===== src/rtl/parameter_pkg.sv =====
// rtl/parameter_pkg.sv - memory op encoding, FSM states and op classification helpers
package parameter_pkg;

    typedef enum logic [2:0] {
        LB  = 3'd0,
        LH  = 3'd1,
        LW  = 3'd2,
        LBU = 3'd3,
        LHU = 3'd4,
        SB  = 3'd5,
        SH  = 3'd6,
        SW  = 3'd7
    } mem_op_t;

    typedef enum logic [2:0] {
        IDLE     = 3'd0,
        RD_ISSUE = 3'd1,
        RD_WAIT  = 3'd2,
        WR_ISSUE = 3'd3,
        RESP     = 3'd4
    } mau_state_t;

    // Bit n set means op encoding n is a store.
    localparam logic [7:0] MEM_OP_IS_STORE = 8'b1110_0000;

    localparam logic [1:0] MEM_SIZE_B = 2'd0;
    localparam logic [1:0] MEM_SIZE_H = 2'd1;
    localparam logic [1:0] MEM_SIZE_W = 2'd2;

    function automatic logic mem_op_is_store(input mem_op_t op);
        return MEM_OP_IS_STORE[op];
    endfunction

    function automatic logic [1:0] mem_op_size(input mem_op_t op);
        case (op)
            LB, LBU, SB: return MEM_SIZE_B;
            LH, LHU, SH: return MEM_SIZE_H;
            default:     return MEM_SIZE_W;
        endcase
    endfunction

    // Halfwords need addr[0]==0, words need addr[1:0]==0; bytes are always aligned.
    function automatic logic mem_op_misaligned(input mem_op_t op, input logic [1:0] lsb);
        case (mem_op_size(op))
            MEM_SIZE_H: return lsb[0];
            MEM_SIZE_W: return |lsb;
            default:    return 1'b0;
        endcase
    endfunction

endpackage


===== src/rtl/mem_access_unit_if.sv =====
// rtl/mem_access_unit_if.sv - request, response and memory port bundle of the memory access unit
interface mem_access_unit_if import parameter_pkg::*; #(
    parameter int DATA_WIDTH = 32,
    parameter int ADDR_WIDTH = 32,
    parameter int TAG_WIDTH  = 6
);
    logic                  req_valid;
    logic                  req_ready;
    mem_op_t               req_op;
    logic [ADDR_WIDTH-1:0] req_addr;
    logic [DATA_WIDTH-1:0] req_wdata;
    logic [TAG_WIDTH-1:0]  req_tag;

    logic                  resp_valid;
    logic                  resp_ready;
    logic [TAG_WIDTH-1:0]  resp_tag;
    logic [DATA_WIDTH-1:0] resp_data;
    logic                  resp_exc;

    logic                  mem_write_en;
    logic [ADDR_WIDTH-1:0] waddr;
    logic [DATA_WIDTH-1:0] wdata;
    logic                  mem_rd_en;
    logic [ADDR_WIDTH-1:0] raddr;
    logic [DATA_WIDTH-1:0] rdata;
    logic                  rdata_valid;

    // Unit side.
    modport slave (
        input  req_valid, req_op, req_addr, req_wdata, req_tag,
        input  resp_ready, rdata, rdata_valid,
        output req_ready, resp_valid, resp_tag, resp_data, resp_exc,
        output mem_write_en, waddr, wdata, mem_rd_en, raddr
    );

    // Requester / memory side.
    modport master (
        output req_valid, req_op, req_addr, req_wdata, req_tag,
        output resp_ready, rdata, rdata_valid,
        input  req_ready, resp_valid, resp_tag, resp_data, resp_exc,
        input  mem_write_en, waddr, wdata, mem_rd_en, raddr
    );
endinterface


===== src/rtl/load_extend.sv =====
// rtl/load_extend.sv - formats the 4-byte read window into load result by op
module load_extend import parameter_pkg::*; #(
    parameter int DATA_WIDTH = 32
) (
    input  mem_op_t               i_op,
    input  logic [DATA_WIDTH-1:0] i_rdata,
    output logic [DATA_WIDTH-1:0] o_data
);

    // Byte 0 of the window is the target; extend byte/halfword to full width.
    always_comb begin
        o_data = i_rdata;
        case (i_op)
            LB:      o_data = {{(DATA_WIDTH-8){i_rdata[7]}}, i_rdata[7:0]};
            LBU:     o_data = {{(DATA_WIDTH-8){1'b0}}, i_rdata[7:0]};
            LH:      o_data = {{(DATA_WIDTH-16){i_rdata[15]}}, i_rdata[15:0]};
            LHU:     o_data = {{(DATA_WIDTH-16){1'b0}}, i_rdata[15:0]};
            default: o_data = i_rdata;
        endcase
    end

endmodule


===== src/rtl/mem_access_unit.sv =====
// rtl/mem_access_unit.sv - load/store FSM with read-modify-write sub-word stores; MEM_MISALIGN_TRAP_EN enables misalignment trap
module mem_access_unit import parameter_pkg::*; #(
    parameter int DATA_WIDTH = 32,
    parameter int ADDR_WIDTH = 32,
    parameter int TAG_WIDTH  = 6
) (
    input  logic              clk,
    input  logic              rst,
    input  logic              flush,
    mem_access_unit_if.slave  bus
);

    mau_state_t            r_state;
    mau_state_t            w_next_state;
    mem_op_t               r_op;
    logic [ADDR_WIDTH-1:0] r_addr;
    logic [DATA_WIDTH-1:0] r_wdata;
    logic [DATA_WIDTH-1:0] r_rdata;
    logic [TAG_WIDTH-1:0]  r_tag;
    logic                  r_stale;

    logic                  w_accept;
    logic                  w_flush_rd;
    logic                  w_capture;
    logic                  w_misaligned;
    logic                  w_exc;
    logic [DATA_WIDTH-1:0] w_ext;

`ifdef MEM_MISALIGN_TRAP_EN
    logic                  r_exc;
    assign w_misaligned = mem_op_misaligned(bus.req_op, bus.req_addr[1:0]);
    assign w_exc        = r_exc;
`else
    assign w_misaligned = 1'b0;
    assign w_exc        = 1'b0;
`endif

    // A flush in IDLE blocks acceptance so the flushed-away request never enters.
    assign w_accept   = (r_state == IDLE) && bus.req_valid && !flush;
    // Only loads are cancellable; committed stores always complete.
    assign w_flush_rd = flush && !mem_op_is_store(r_op)
                        && ((r_state == RD_ISSUE) || (r_state == RD_WAIT));
    // Data belonging to a read abandoned by flush is dropped, not captured.
    assign w_capture  = (r_state == RD_WAIT) && bus.rdata_valid && !r_stale;

    load_extend #(.DATA_WIDTH(DATA_WIDTH)) u_load_extend (
        .i_op    (r_op),
        .i_rdata (r_rdata),
        .o_data  (w_ext)
    );

    // State register.
    always_ff @(posedge clk) begin
        if (rst) begin
            r_state <= IDLE;
        end else begin
            r_state <= w_next_state;
        end
    end

    // Next-state and port outputs.
    always_comb begin
        w_next_state     = r_state;
        bus.req_ready    = 1'b0;
        bus.mem_rd_en    = 1'b0;
        bus.mem_write_en = 1'b0;
        bus.resp_valid   = 1'b0;
        bus.raddr        = r_addr;
        bus.waddr        = r_addr;
        bus.wdata        = r_wdata;
        bus.resp_tag     = r_tag;
        bus.resp_exc     = w_exc;
        bus.resp_data    = (mem_op_is_store(r_op) || w_exc) ? '0 : w_ext;
        case (r_state)
            IDLE: begin
                bus.req_ready = 1'b1;
                if (w_accept) begin
                    if (w_misaligned)         w_next_state = RESP;
                    else if (bus.req_op == SW) w_next_state = WR_ISSUE;
                    else                       w_next_state = RD_ISSUE;
                end
            end
            RD_ISSUE: begin
                bus.mem_rd_en = 1'b1;
                w_next_state  = w_flush_rd ? IDLE : RD_WAIT;
            end
            RD_WAIT: begin
                if (w_flush_rd)     w_next_state = IDLE;
                else if (w_capture) w_next_state = mem_op_is_store(r_op) ? WR_ISSUE : RESP;
            end
            WR_ISSUE: begin
                bus.mem_write_en = 1'b1;
                w_next_state     = RESP;
            end
            RESP: begin
                bus.resp_valid = 1'b1;
                if (bus.resp_ready) w_next_state = IDLE;
            end
            default: w_next_state = IDLE;
        endcase
    end

    // Request latch, read capture with sub-word merge, and stale-read tracking.
    always_ff @(posedge clk) begin
        if (rst) begin
            r_op    <= LB;
            r_addr  <= '0;
            r_wdata <= '0;
            r_rdata <= '0;
            r_tag   <= '0;
            r_stale <= 1'b0;
`ifdef MEM_MISALIGN_TRAP_EN
            r_exc   <= 1'b0;
`endif
        end else begin
            if (w_accept) begin
                r_op    <= bus.req_op;
                r_addr  <= bus.req_addr;
                r_wdata <= bus.req_wdata;
                r_tag   <= bus.req_tag;
`ifdef MEM_MISALIGN_TRAP_EN
                r_exc   <= w_misaligned;
`endif
            end
            if (w_capture && !w_flush_rd) begin
                r_rdata <= bus.rdata;
                if (r_op == SB)
                    r_wdata <= {bus.rdata[DATA_WIDTH-1:8], r_wdata[7:0]};
                else if (r_op == SH)
                    r_wdata <= {bus.rdata[DATA_WIDTH-1:16], r_wdata[15:0]};
            end
            // A read flushed before its data returned leaves one response in flight.
            if (w_flush_rd)
                r_stale <= (r_state == RD_ISSUE) ? 1'b1 : !w_capture;
            else if (bus.rdata_valid && r_stale)
                r_stale <= 1'b0;
        end
    end

endmodule


===== src/flat_wrapper.sv =====
// flat-port wrapper written by rule: the top's interface ports become plain ports
module mem_access_unit_flat import parameter_pkg::*;
#(
    parameter int DATA_WIDTH = 32,
    parameter int ADDR_WIDTH = 32,
    parameter int TAG_WIDTH  = 6
)
  (clk, rst, flush, bus_req_valid, bus_req_op, bus_req_addr, bus_req_wdata, bus_req_tag, bus_resp_ready, bus_rdata, bus_rdata_valid, bus_req_ready, bus_resp_valid, bus_resp_tag, bus_resp_data, bus_resp_exc, bus_mem_write_en, bus_waddr, bus_wdata, bus_mem_rd_en, bus_raddr);
  mem_access_unit_if #(.DATA_WIDTH(DATA_WIDTH), .ADDR_WIDTH(ADDR_WIDTH), .TAG_WIDTH(TAG_WIDTH)) bus_i ();
  input  logic clk;
  input  logic rst;
  input  logic flush;
  input wire logic [$bits(bus_i.req_valid)-1:0] bus_req_valid;
  input wire logic [$bits(bus_i.req_op)-1:0] bus_req_op;
  input wire logic [$bits(bus_i.req_addr)-1:0] bus_req_addr;
  input wire logic [$bits(bus_i.req_wdata)-1:0] bus_req_wdata;
  input wire logic [$bits(bus_i.req_tag)-1:0] bus_req_tag;
  input wire logic [$bits(bus_i.resp_ready)-1:0] bus_resp_ready;
  input wire logic [$bits(bus_i.rdata)-1:0] bus_rdata;
  input wire logic [$bits(bus_i.rdata_valid)-1:0] bus_rdata_valid;
  output wire logic [$bits(bus_i.req_ready)-1:0] bus_req_ready;
  output wire logic [$bits(bus_i.resp_valid)-1:0] bus_resp_valid;
  output wire logic [$bits(bus_i.resp_tag)-1:0] bus_resp_tag;
  output wire logic [$bits(bus_i.resp_data)-1:0] bus_resp_data;
  output wire logic [$bits(bus_i.resp_exc)-1:0] bus_resp_exc;
  output wire logic [$bits(bus_i.mem_write_en)-1:0] bus_mem_write_en;
  output wire logic [$bits(bus_i.waddr)-1:0] bus_waddr;
  output wire logic [$bits(bus_i.wdata)-1:0] bus_wdata;
  output wire logic [$bits(bus_i.mem_rd_en)-1:0] bus_mem_rd_en;
  output wire logic [$bits(bus_i.raddr)-1:0] bus_raddr;
  assign bus_i.req_valid = bus_req_valid;
  assign bus_i.req_op = bus_req_op;
  assign bus_i.req_addr = bus_req_addr;
  assign bus_i.req_wdata = bus_req_wdata;
  assign bus_i.req_tag = bus_req_tag;
  assign bus_i.resp_ready = bus_resp_ready;
  assign bus_i.rdata = bus_rdata;
  assign bus_i.rdata_valid = bus_rdata_valid;
  assign bus_req_ready = bus_i.req_ready;
  assign bus_resp_valid = bus_i.resp_valid;
  assign bus_resp_tag = bus_i.resp_tag;
  assign bus_resp_data = bus_i.resp_data;
  assign bus_resp_exc = bus_i.resp_exc;
  assign bus_mem_write_en = bus_i.mem_write_en;
  assign bus_waddr = bus_i.waddr;
  assign bus_wdata = bus_i.wdata;
  assign bus_mem_rd_en = bus_i.mem_rd_en;
  assign bus_raddr = bus_i.raddr;
  mem_access_unit #(.DATA_WIDTH(DATA_WIDTH), .ADDR_WIDTH(ADDR_WIDTH), .TAG_WIDTH(TAG_WIDTH)) u_core (.clk(clk), .rst(rst), .flush(flush), .bus(bus_i));
endmodule

===== config.mk =====
export PLATFORM = sky130hd
export DESIGN_NAME = mem_access_unit_flat
export DESIGN_NICKNAME = d
export VERILOG_FILES = /design/src/rtl/parameter_pkg.sv /design/src/rtl/mem_access_unit_if.sv /design/src/rtl/load_extend.sv /design/src/rtl/mem_access_unit.sv /design/src/flat_wrapper.sv
export SDC_FILE = /design/constraint.sdc
export NUM_CORES = 1
export LEC_CHECK = 0
export BUFFER_PORTS_ARGS = -buffer_cell sky130_fd_sc_hd__buf_2
export CAP_MARGIN = 40
export CELL_PAD_IN_SITES_DETAIL_PLACEMENT = 0
export CELL_PAD_IN_SITES_GLOBAL_PLACEMENT = 2
export CORE_ASPECT_RATIO = 1.4
export CORE_MARGIN = 2
export CORE_UTILIZATION = 22
export DETAILED_ROUTE_END_ITERATION = 10
export PLACE_DENSITY = 0.72
export RECOVER_POWER = 50
export SLEW_MARGIN = 5
export SYNTH_ARGS = -nofsm -noshare
export SYNTH_HDL_FRONTEND = slang
export SYNTH_SLANG_ARGS = --single-unit

===== constraint.sdc =====
create_clock -name clk -period 1.7 [get_ports clk]
set_input_delay 0.255 -clock clk [delete_from_list [all_inputs] [get_ports clk]]
set_output_delay 0.255 -clock clk [all_outputs]
set_load 0.05 [all_outputs]

; Yosys cells after proc, flatten, opt, wreduce, memory -nomap -nowiden
; Memory sizes are Yosys's and may differ from the RTL's. A register that Yosys moved wholly into a read port is not among the register bits.
; Cells that the tools add are included.
[classes]
magnitude_cmp = 1
muxes = 24
n_eq_ne = 16
n_reduce_logical = 19
[ops]
columns = op, count
row1 = $mux 32, 5
row2 = $pmux 32 s4, 1
row3 = $mux 3, 7
row4 = $eq 3x3->1 const B, 5
row5 = $pmux 3 s5, 1
row6 = $eq 3x2->1 const B, 3
row7 = $logic_and 1x1->1, 8
row8 = $mux 1, 8
row9 = $eq 3x1->1 const B, 2
row10 = $logic_not 3->1, 2
row11 = $ne 2x2->1 const B, 3
row12 = $logic_not 1->1, 5
row13 = $lt 3x4->1 const B, 1
row14 = $mux 2, 2
row15 = $ne 3x1->1 const B, 1
row16 = $ne 3x3->1 const B, 1
row17 = $reduce_and 3->1, 1
row18 = $ne 2x1->1 const B, 1
row19 = $reduce_and 2->1, 1
row20 = $reduce_bool 2->1, 1
row21 = $logic_or 1x1->1, 1
[word_totals]
regBits = 109
in_bits = 111
wordCells = 70
romBits = 8
memories = 1
out_inout_bits = 139
[mem_list]
columns = name, depth, width, read_ports, rd_clocked_by_memory_dff, wr, line
row1 = (no name shown), 8, 1, 1, 1, 0, parameter_pkg.sv:31  ; return MEM_OP_IS_STORE[op];

; Logic depth before layout (Yosys ltp)
; Gate-level depths: netlist (run 1).
[depth]
depth_word = 9
depth_mapped = 8
mapped_depth_nobuf = 4

; Modules after synthesis
; From an unflattened synthesis (run 1), not the netlist that was laid out.
[hier_totals]
hier_cells = 666
area_unflattened_um2 = 5017.3
[by_module_without_submodules]
columns = mod, cells_per_inst, area_per_inst_um2, seq_area_each_um2, instances
row1 = mem_access_unit, 592, 4589.4, 2202.1, 1
row2 = load_extend, 74, 427.9, 0.0, 1

; Worst setup path before layout (run 1)
; No wires, ideal clock.
[synth_path]
path_kind = register -> register
from = reg u_core.r_state[0]
to = reg u_core.r_state[1]
setup_time_ps = 118
path_stages_with_launch = 6
path_buffers = 1
setup_slack_ps = -463
arrival_ps = 2045
synth_period_minus_slack_ps = 2163
required_time_ps = 1582
cell_sequence = dfxtp_1 > clkbuf_1 > nor3b_1 > nand2b_1 > nand2_1 > a21oi_1
[synth_between]
elab_chain_len = 5
elab_cells_between_ends = 18
classes_between = 7 x eq/ne / 3 x mux / 8 x reduce/logical
[synth_lines]
columns = element, line
row1 = "start, declared", mem_access_unit.sv:13  ; mau_state_t r_state;
row2 = "start signal, assigned", mem_access_unit.sv:57  ; r_state <= w_next_state;
row3 = "$eq 3x1->1, or another cell as far along", "mem_access_unit.sv:42, mem_access_unit.sv:74"
row4 = "$logic_or 1x1->1, or another cell as far along", mem_access_unit.sv:42  ; && ((r_state == RD_ISSUE) || (r_state == RD_WAIT));
row5 = "$logic_and 1x1->1, on equally long branches", "mem_access_unit.sv:42, mem_access_unit.sv:39, mem_access_unit.sv:44"
row6 = "$mux 3, or another cell as far along", mem_access_unit.sv:88  ; if (w_flush_rd) w_next_state = IDLE;
row7 = $pmux 3 s5 or $reduce_and 3->1 (tied branches), --
; Several ways; a longest one is shown, not always the timed one.
; A chain may end at the register's enable or synchronous reset.

; Worst setup path after layout (run 1)
[layout_path]
from = reg u_core.r_op[1]
to = out bus_resp_data[8]
[layout_between]
elab_chain_len = 3
elab_cells_between_ends = 6
classes_between = 3 x eq/ne / 2 x mux / 1 x reduce/logical
[layout_lines]
columns = element, line
row1 = "start, declared", mem_access_unit.sv:15  ; mem_op_t r_op;
row2 = "start signal, assigned", mem_access_unit.sv:117  ; r_op <= bus.req_op;
row3 = "$eq 3x3->1, or another cell as far along", load_extend.sv:13  ; case (i_op)
row4 = $pmux 32 s4 (*), load_extend.sv:13
row5 = $mux 32 (*), mem_access_unit.sv:73  ; bus.resp_data = (mem_op_is_store(r_op) || w_exc) ? '0 : w_ext;
row6 = "end, declared", flat_wrapper.sv:24  ; output wire logic [$bits(bus_i.resp_data)-1:0] bus_resp_data;
; Every way passes the cells marked *; elsewhere a longest branch is shown, timed or not.

==> results of run 1 <==
[registers in the layout (all words and copies together), names as in the netlist, named ones only]
| name | count |
|---|---|
| u_core.bus.raddr | 32 |
| u_core.r_rdata | 32 |
| u_core.bus.resp_tag | 6 |
| u_core.r_stale | 1 |
| u_core.r_op | 3 |
| u_core.bus.wdata | 32 |
| u_core.r_state | 3 |
[cell usage in the layout (no fill, tap or decap), drive strengths merged, types with 14 or more instances in the layout]
| master | synthesis | layout |
|---|---|---|
| buf | 51 | 188 |
| nand2 | 168 | 168 |
| clkbuf | 35 | 116 |
| a21oi | 112 | 112 |
| dfxtp | 110 | 110 |
| mux2i | 19 | 19 |
| nor3 | 18 | 18 |
| a211oi | 17 | 17 |
| o21a | 16 | 16 |
| nor2 | 14 | 14 |
[where the power goes]
part | internal [W] | switching [W]
Sequential | 0.00270 | 0.0000928
Combinational | 0.000638 | 0.00138
Clock | 0.00120 | 0.00104
Total | 0.00453 | 0.00251
[routing by layer]
| layer | global-route usage | wire length [µm] |
|---|---|---|
| met1 | 0.171 | 7850 |
| met2 | 0.276 | 10300 |
| met3 | 0.0253 | 766 |
| met4 | 0.0460 | 310 |
| met5 | 0 | 0 |
[metrics by stage]
step	setup slack (ns)	hold WS [ns]	util	area, µm²	std cells
floorplan	-0.113	0.391	-	5260	645
global placement	-0.0365	0.439	0.295	6790	1151
detailed placement	-0.0338	0.444	0.295	6790	1151
CTS	-0.230	0.101	0.318	7320	1168
global route	-0.290	0.103	0.318	7330	1175
finish	-0.233	0.123	0.318	7330	1175
[cells by family (layout without fill, tap and decap cells)]
logic type                count (synthesis)  after routing  share of synthesized area
DFF                                     110            110                      0.430
xor gates and xnor gates                  1              1                    0.00171
other                                     1              1                   0.000732
muxes                                    19             19                     0.0371
AOI/OAI and AO/OA                       184            184                      0.224
and+or+nand+nor                         242            242                      0.212
buffers and inverters                    88            312                     0.0954
[timing repair]
item,in CTS,in global routing
pin swaps,3,2
resized for setup,69,27
endpoints found under the setup margin,27,65
buffers inserted,1,5
hold endpoints to repair,0,0
cloned,0,2
[worst max path at each step]
stage	startpoint	to	slack, ns	depth (start not counted)
3_5_place_dp	u_core.r_op[2]$_SDFFE_PP0P_	bus_resp_data[14]	-0.03	5
3_3_place_gp	u_core.r_op[2]$_SDFFE_PP0P_	bus_resp_data[11]	-0.04	5
5_1_grt	u_core.r_op[1]$_SDFFE_PP0P_	bus_resp_data[10]	-0.29	5
6_report	u_core.r_op[1]$_SDFFE_PP0P_	bus_resp_data[8]	-0.23	5
2_1_floorplan	flop	bus_resp_data[6]	-0.11	3
4_1_cts	u_core.r_op[1]$_SDFFE_PP0P_	bus_resp_data[15]	-0.23	5
[area by class of cell]
class                   count  area [µm²]
repair buffers            294        1820
clock inverters             6        70.1
multi-input cells         447        2590
inverters                   2        7.51
flip-flops and latches    110        2220
clock buffers              10         239
fillers                  2581       15700
well taps                 306         383
[critical path, delay by kind of cell (launching register included)]
kind,cells,cell delay [ns]
buffers and inverters,1,0.15
AO/OA/AOI/OAI,2,0.23
AND/OR/NAND/NOR,2,0.60
flip-flops,1,0.35
==> impl_metrics.tcl, run 1 <==
set metrics [dict create \
    numCtsBuffers 9 \
    synth_cell_types 43 \
    r2r-start "u_core.r_state[2]$_SDFFE_PP0P_" \
    status "finished, violations left" \
    routed_wl_um 19200 \
    max_freq_ghz 0.517 \
    die_y_um 185 \
    setup_viol 28 \
    core_mm2 0.0230 \
    slew-limit-headroom 0.551 \
    yosysMostFrequentCell "nand2_1" \
    ir_drop_mv 0.459 \
    yosys_warnings 0 \
    clock_path_buffers 2 \
    hold_path_end "u_core.r_rdata[7]$_SDFFE_PP0P_" \
    vias 5163 \
    dp_hpwl_um 13500 \
    synth-seq-cells 110 \
    clkTransAtPathRegs_ns 0.08 \
    syn_inst 645 \
    cp-end-kind "primary output" \
    start_util 0.222 \
    fin_tns_setup_ns -3.93 \
    wl_per_cell_um 16.4 \
    cts_root_buf "clkbuf_16" \
    area_growth_pct 43.0 \
    max_stage_delay_ns 0.48 \
    grt_pass1_wl_um 28100 \
    cts.sinks 110 \
    holdBufCountCts 0 \
    setup_ws_ns -0.233 \
    worst-r2r-cell-count 6 \
    critPathSlowestCell "or3b_4" \
    yosysSeqAreaShare 0.430 \
    r2r_setup_slack_ns -0.03 \
    cts_tree "built" \
    hold-path-cell-count 2 \
    p_leak_nw 2.86 \
    ys_top_cells_by_count "168 x nand2_1, 112 x a21oi_1, 110 x dfxtp_1" \
    clock_latency_ns 0.36 \
    period_minus_slack_ns 1.93 \
    timing.final.crit_share 1.14 \
    rows 66 \
    tightest_slew_ns 0.676 \
    htreeDepth 3 \
    dr.pass1.iters 4 \
    synth_area_mm2 0.00513 \
    grt_pass1_vias 5034 \
    grt_antenna_before_repair 0 \
    finalHoldViolCount 0 \
    die-area_mm2 0.0246 \
    io-pin-count 250 \
    p_per_area_mw_per_mm2 962 \
    drc 0 \
    grt_max_degree 105 \
    synth_top_area_cell "dfxtp_1" \
    rsz0062_at_grt "yes" \
    violations "negative setup slack" \
    synth.area.top_cells "dfxtp_1 43%, nand2_1 12%, a21oi_1 11%" \
    nets 975 \
    grt_remaining_overflow 0 \
    finClkSkew_ns 0.00897 \
    dr.first_iter.drc_count 182 \
    place_congestion 0.781 \
    cpMostUsedCell "a21oi_1" \
    via_per_inst 4.39 \
    min_from "rst" \
    synth-edff-count 0 \
    grt_use_total 0.148 \
    cp_max_fo 8 \
    crit_chain "or3b_4, a21oi_1, a21oi_1, nor2_4, buf_8" \
    synthFlopType "dfxtp_1" \
    syn-num-nets 756 \
    hold_path_class "input port to flop" \
    dieWidth_um 133 \
    path_class "flop to primary output" \
    p_total_w 0.00705 \
    async_reset_ff_frac 0 \
    port_buffers 248 \
    slew_viol_final 0 \
    drive_gt1_frac 0.310 \
    antenna_left 0 \
    synth_area_per_cell_um2 7.95 \
    drv_cap 0 \
    antenna_cells 0 \
    cp-start-kind "flop" \
    synth_top_area_frac 0.430 \
    required_ns 1.44 \
    cp.arrival_ns 1.68 \
]
(Power assumes the default switching activity.)
==> run 2: changes to the inputs <==
--- a/config.mk
+++ b/config.mk
@@ -15,6 +15,7 @@
 export DETAILED_ROUTE_END_ITERATION = 10
 export PLACE_DENSITY = 0.72
 export RECOVER_POWER = 50
+export REMOVE_ABC_BUFFERS = 1
 export SLEW_MARGIN = 5
 export SYNTH_ARGS = -nofsm -noshare
 export SYNTH_HDL_FRONTEND = slang
==> run 2 against run 1 <==
Compared with the run above: non-clock buffer count grew 15; clock power is essentially flat; largest power group unchanged; sequential share of layout area shrank 0.51 points; design area grew 1.8%; sequential power is essentially flat; global-route usage grew 0.34 points; first-iteration DRC count grew 5.5%; worst hold slack gained 0.0017 ns; setup slack lost 0.097 ns; maximum frequency shrank 4.8%; the run still ends with negative setup slack left; highest routed layer unchanged; final cell count grew 1.3%.
==> impl_metrics.tcl, run 2 (same netlist as run 1, synthesis figures left out) <==
set metrics [dict create \
    tightest_slew_ns 0.677 \
    dr.first_iter.drc_count 192 \
    grt_antenna_before_repair 0 \
    cp-start-kind "flop" \
    antenna_left 0 \
    timing.hold.ws_ns 0.124 \
    internal_power_w 0.00455 \
    via_per_inst 4.38 \
    fin_area_mm2 0.00746 \
    p_leak_nw 2.94 \
    p_switching_w 0.00253 \
    die_y_um 185 \
    setup_ws_ns -0.330 \
    period_minus_slack_ns 2.03 \
    status "finished, violations left" \
    routed_wl_um 19400 \
    antenna_cells 0 \
    sw_frac_of_total 0.358 \
    setup_viol 25 \
    clock_path_buffers 2 \
    cp-end-kind "primary output" \
    sequentialPowerShare 0.394 \
    grt_use_total 0.152 \
    wl_per_cell_um 16.3 \
    slew_viol_final 0 \
    dp_hpwl_um 14000 \
    pre_cts_slack_ns -0.0745 \
    holdBufCountCts 0 \
    finalHoldViolCount 0 \
    port_buffers 248 \
    clkPwrFrac 0.317 \
    final_util 0.324 \
    layout_commonest_cell "nand2_1" \
    cts.sinks 110 \
    drv_cap 0 \
    required_ns 1.44 \
    grt_pass1_vias 4969 \
    cts_tree "built" \
    fin_tns_setup_ns -7.28 \
    cp.arrival_ns 1.78 \
    finClkSkew_ns 0.00934 \
    violations "negative setup slack" \
    timing.final.crit_share 1.19 \
    rsz0062_at_grt "yes" \
    cts_root_buf "clkbuf_16" \
    rows 66 \
    p_per_area_mw_per_mm2 949 \
    area_growth_pct 45.5 \
    ir_drop_mv 0.453 \
    grt_remaining_overflow 0 \
    dr.pass1.iters 4 \
    slew-limit-headroom 0.550 \
    core_mm2 0.0230 \
    start_util 0.222 \
    grt_max_degree 62 \
    clkTransAtPathRegs_ns 0.08 \
    final_cell_mix "168 x nand2_1, 117 x buf_2, 104 x dfxtp_1, 104 x clkbuf_1, 99 x a21oi_1" \
    pwr-share-comb 0.289 \
    grt_pass1_wl_um 28600 \
    max_freq_ghz 0.493 \
    nets 990 \
    io-pin-count 250 \
    die-area_mm2 0.0246 \
    clock_latency_ns 0.36 \
    path_class "flop to primary output" \
    drive_gt1_frac 0.301 \
    hold_path_class "input port to flop" \
    cp_max_fo 8 \
    vias 5209 \
    placed_area_mm2 0.00690 \
    numCtsBuffers 9 \
    htreeDepth 3 \
    place_congestion 0.782 \
    dieWidth_um 133 \
    drc 0 \
    final.fill_count 2539 \
]
## run 2: cell count changes in the layout (fill, tap and decap cells not counted), sizes merged
cell    change
clkinv      -2
clkbuf      -2
buf        +17
inv         +2
## run 2: metal layers
layer | routed length, µm | up-vias | global-route usage
li1 | - | 2623 | -
met3 | 1100 | 10 | 0.0330
met1 | 7750 | 2417 | 0.173
met2 | 10400 | 159 | 0.283
met4 | 211 | 0 | 0.0404
met5 | 0 | - | 0
## run 2: repair_timing
action,4_1_cts,5_1_grt
pin swaps,2,11
buffers inserted,2,10
setup endpoints to repair,32,57
cloned,0,1
resized for setup,45,41
## run 2: power by group through the flow
stage          combinational [W]  clock (W)  sequential [W]
3_3_place_gp             0.00198          0         0.00284
2_1_floorplan           0.000652          0         0.00337
5_1_grt                  0.00217    0.00246         0.00281
3_5_place_dp             0.00199          0         0.00285
6_report                 0.00205    0.00224         0.00279
4_1_cts                  0.00205    0.00235         0.00279
## run 2: cell type report
class / count / area [µm²] / share of cell area
clock buffer: 10 / 229 / 0.0307
inverter: 2 / 7.51 / 0.00101
clock inverter: 6 / 78.8 / 0.0106
timing repair buffer: 309 / 1980 / 0.266
sequential: 110 / 2220 / 0.297
tap: 306 / 383 / 0.0513
multi-input combinational: 447 / 2560 / 0.343
## run 2: worst paths after layout
kind / end / startpoint / depth (start not counted) / slack (ns)
worst min register to register: u_core.r_rdata[5]$_SDFFE_PP0P_ / u_core.r_rdata[5]$_SDFFE_PP0P_ / 2 / 0.45
worst max register to register: u_core.bus.wdata[27]$_SDFF_PP0_ / u_core.r_state[0]$_SDFFE_PP0P_ / 5 / 0.01
worst max-delay path: bus_resp_data[22] / u_core.r_op[0]$_SDFFE_PP0P_ / 7 / -0.33
worst min-delay path: u_core.bus.raddr[21]$_SDFFE_PP0P_ / bus_req_addr[21] / 3 / 0.12
## run 2: critical path: stages (launching register included)
cell,delay (ns)
dfxtp_2,0.32
buf_4,0.14
buf_12,0.13
o31ai_4,0.27
a21oi_4,0.09
clkbuf_16,0.18
o21a_1,0.13
buf_12,0.15
## run 2: stage by stage
stage	instances	power, W
final	1190	0.00708
after global placement	1160	0.00482
after floorplan	559	0.00402
after detailed placement	1161	0.00483
after CTS	1179	0.00719
after global routing	1190	0.00744
==> run 3: changes to the inputs <==
--- a/config.mk
+++ b/config.mk
@@ -13,9 +13,11 @@
 export CORE_MARGIN = 2
 export CORE_UTILIZATION = 22
 export DETAILED_ROUTE_END_ITERATION = 10
+export GPL_TIMING_DRIVEN = 0
 export PLACE_DENSITY = 0.72
 export RECOVER_POWER = 50
 export REMOVE_ABC_BUFFERS = 1
+export SETUP_SLACK_MARGIN = 0.15
 export SLEW_MARGIN = 5
 export SYNTH_ARGS = -nofsm -noshare
 export SYNTH_HDL_FRONTEND = slang
==> constraint.sdc (replaced) <==
create_clock -name clk -period 1.7 [get_ports clk]
set_input_delay 0.17 -clock clk [delete_from_list [all_inputs] [get_ports clk]]
set_output_delay 0.17 -clock clk [all_outputs]
set_load 0.05 [all_outputs]
==> run 3 against run 2 <==
Compared with the run above: the run still ends with negative setup slack left; routed wire length grew 14%; clock-buffer cell count is the same; non-clock buffer count grew 25; critical path depth shrank 2; maximum frequency grew 5.6%; global-route usage grew 1.1 points; via count grew 6.6%; power grew 6.4%; critical endpoint is now bus_resp_data[10]; sequential power is essentially flat; worst hold slack lost 0.088 ns; core utilization grew 7.2 points; register-to-register slack is essentially flat.
==> impl_metrics.tcl, run 3 (same netlist as run 1, synthesis figures left out) <==
set metrics [dict create \
    status "finished, violations left" \
    violations "negative setup slack" \
    die-area_mm2 0.0246 \
    drv_cap 0 \
    setup_ws_ns -0.223 \
    period_minus_slack_ns 1.92 \
    cts.sinks 110 \
    grt_pass1_wl_um 30600 \
    drc 0 \
    final_cells 1216 \
    place_inst 1127 \
    crit_path_start "u_core.r_op[2]$_SDFFE_PP0P_" \
    cp-start-kind "flop" \
    critPathSlowestCell "or3b_4" \
    pwr-share-comb 0.345 \
    final_cell_mix "125 x buf_2, 102 x dfxtp_1, 95 x clkbuf_1" \
    ir_drop_mv 0.460 \
    crit_chain "or3b_4, a21oi_2, a21oi_1, nor2_1, buf_6" \
    grt_antenna_before_repair 1 \
    regToRegEndpoint "u_core.bus.wdata[28]$_SDFF_PP0_" \
    cp-endpoint "bus_resp_data[10]" \
    hold_path_class "input port to flop" \
    r2r_setup_slack_ns 0 \
    drive_gt1_frac 0.554 \
    area_growth_pct 77.8 \
    max_stage_delay_ns 0.49 \
    dieWidth_um 133 \
    slew_viol_final 0 \
    p_per_area_mw_per_mm2 826 \
    cts_tree "built" \
    path_class "flop to primary output" \
    core_mm2 0.0230 \
    cp_max_fo 8 \
    via_per_inst 4.57 \
    vias 5555 \
    clkTransAtPathRegs_ns 0.08 \
    rsz0062_at_grt "yes" \
    grt_use_total 0.163 \
    cts_root_buf "clkbuf_16" \
    timing.final.crit_share 1.13 \
    internal_power_w 0.00466 \
    rows 66 \
    start_util 0.222 \
    dr.pass1.iters 4 \
    clkPwrFrac 0.281 \
    cp.arrival_ns 1.75 \
    max_freq_ghz 0.520 \
    clock_latency_ns 0.36 \
    worst-r2r-cell-count 6 \
    io-pin-count 250 \
    tightest_slew_ns 0.916 \
    required_ns 1.53 \
    antenna_cells 0 \
    port_buffers 248 \
    layout_commonest_cell "buf_2" \
    clock_path_buffers 2 \
    grt_remaining_overflow 0 \
    min_from "bus_req_wdata[7]" \
    htreeDepth 3 \
    slew-limit-headroom 0.387 \
    antenna_left 0 \
    die_y_um 185 \
    holdBufCountCts 0 \
    final_util 0.396 \
    numCtsBuffers 9 \
    nets 1016 \
    place_congestion 0.721 \
    cp-end-kind "primary output" \
    r2r-start "u_core.r_state[2]$_SDFFE_PP0P_" \
    dr.first_iter.drc_count 121 \
    p_switching_w 0.00287 \
    p_leak_nw 3.82 \
    sequentialPowerShare 0.374 \
    sw_frac_of_total 0.381 \
    fin_tns_setup_ns -4.35 \
    finClkSkew_ns 0.0125 \
    dp_hpwl_um 13700 \
    grt_max_degree 67 \
    wl_per_cell_um 18.2 \
    routed_wl_um 22100 \
    finalHoldViolCount 0 \
    grt_pass1_vias 5217 \
    setup_viol 24 \
]
-- run 3: cell count changes in the layout (fill, tap and decap cells not counted), sizes merged --
cell	previous run	this run
buf	205	232
clkinvlp	0	2
nand2	168	169
clkinv	2	0
bufinv	1	0
inv	5	6
clkbuf	114	112
-- run 3: power by group through the flow --
| stage | registers [W] | logic, W | clock network, W |
|---|---|---|---|
| finish | 0.00282 | 0.00260 | 0.00211 |
| global route | 0.00284 | 0.00272 | 0.00230 |
| CTS | 0.00280 | 0.00220 | 0.00221 |
| detailed placement | 0.00288 | 0.00181 | 0 |
| global placement | 0.00287 | 0.00174 | 0 |
| floorplan | 0.00337 | 0.000652 | 0 |
-- run 3: worst max-delay path, delay by kind of cell, from the launching register on --
kind	cells	cell delay, ns
DFF	1	0.37
and+or+nand+nor	2	0.66
AOI/OAI and AO/OA	2	0.19
buffers and inverters	1	0.19
-- run 3: worst min-delay path by stage --
stage | cells past startpoint | slack (ns) | end
floorplan | 1 | 0.23 | u_core.bus.wdata[16]$_SDFF_PP0_
finish | 3 | 0.04 | u_core.bus.wdata[7]$_SDFFE_PP0P_
global placement | 3 | 0.41 | u_core.bus.raddr[1]$_SDFFE_PP0P_
global route | 3 | 0.02 | u_core.bus.wdata[6]$_SDFFE_PP0P_
CTS | 3 | 0.02 | u_core.bus.raddr[5]$_SDFFE_PP0P_
detailed placement | 3 | 0.42 | u_core.r_rdata[2]$_SDFFE_PP0P_
-- run 3: per-layer routing --
layer  up-vias  track usage  routed length (µm)
met4         2       0.0551                 426
met3        27       0.0305                 986
met1      2665        0.181                8420
met2       169        0.309               12300
li1       2692            -                   -
met5         -            0                  13
-- run 3: final cells by class --
class	count	area (µm²)
Fill cell	2424	13900
Multi-Input combinational cell	448	3670
Timing Repair Buffer	334	2540
Sequential cell	110	2230
Tap cell	306	383
Clock buffer	10	229
Clock inverter	6	52.6
Inverter	2	7.51
-- run 3: per-stage QoR --
step           area [µm²]  setup WS [ns]  hold WS (ns)  power, W
3_3_place_gp         6270          -3.86         0.411   0.00462
2_1_floorplan        4640          -2.98         0.235   0.00402
3_5_place_dp         6570          -1.21         0.416   0.00469
5_1_grt              9120         -0.286        0.0181   0.00786
6_report             9120         -0.223        0.0360   0.00753
4_1_cts              7940         -0.209        0.0186   0.00720
-- run 3: timing repair --
action,4_1_cts,5_1_grt
buffers inserted,32,24
resized for setup,174,222
pin swaps,50,109
gates cloned,7,10
setup endpoints to repair,146,135
endpoints found under the hold margin,0,0
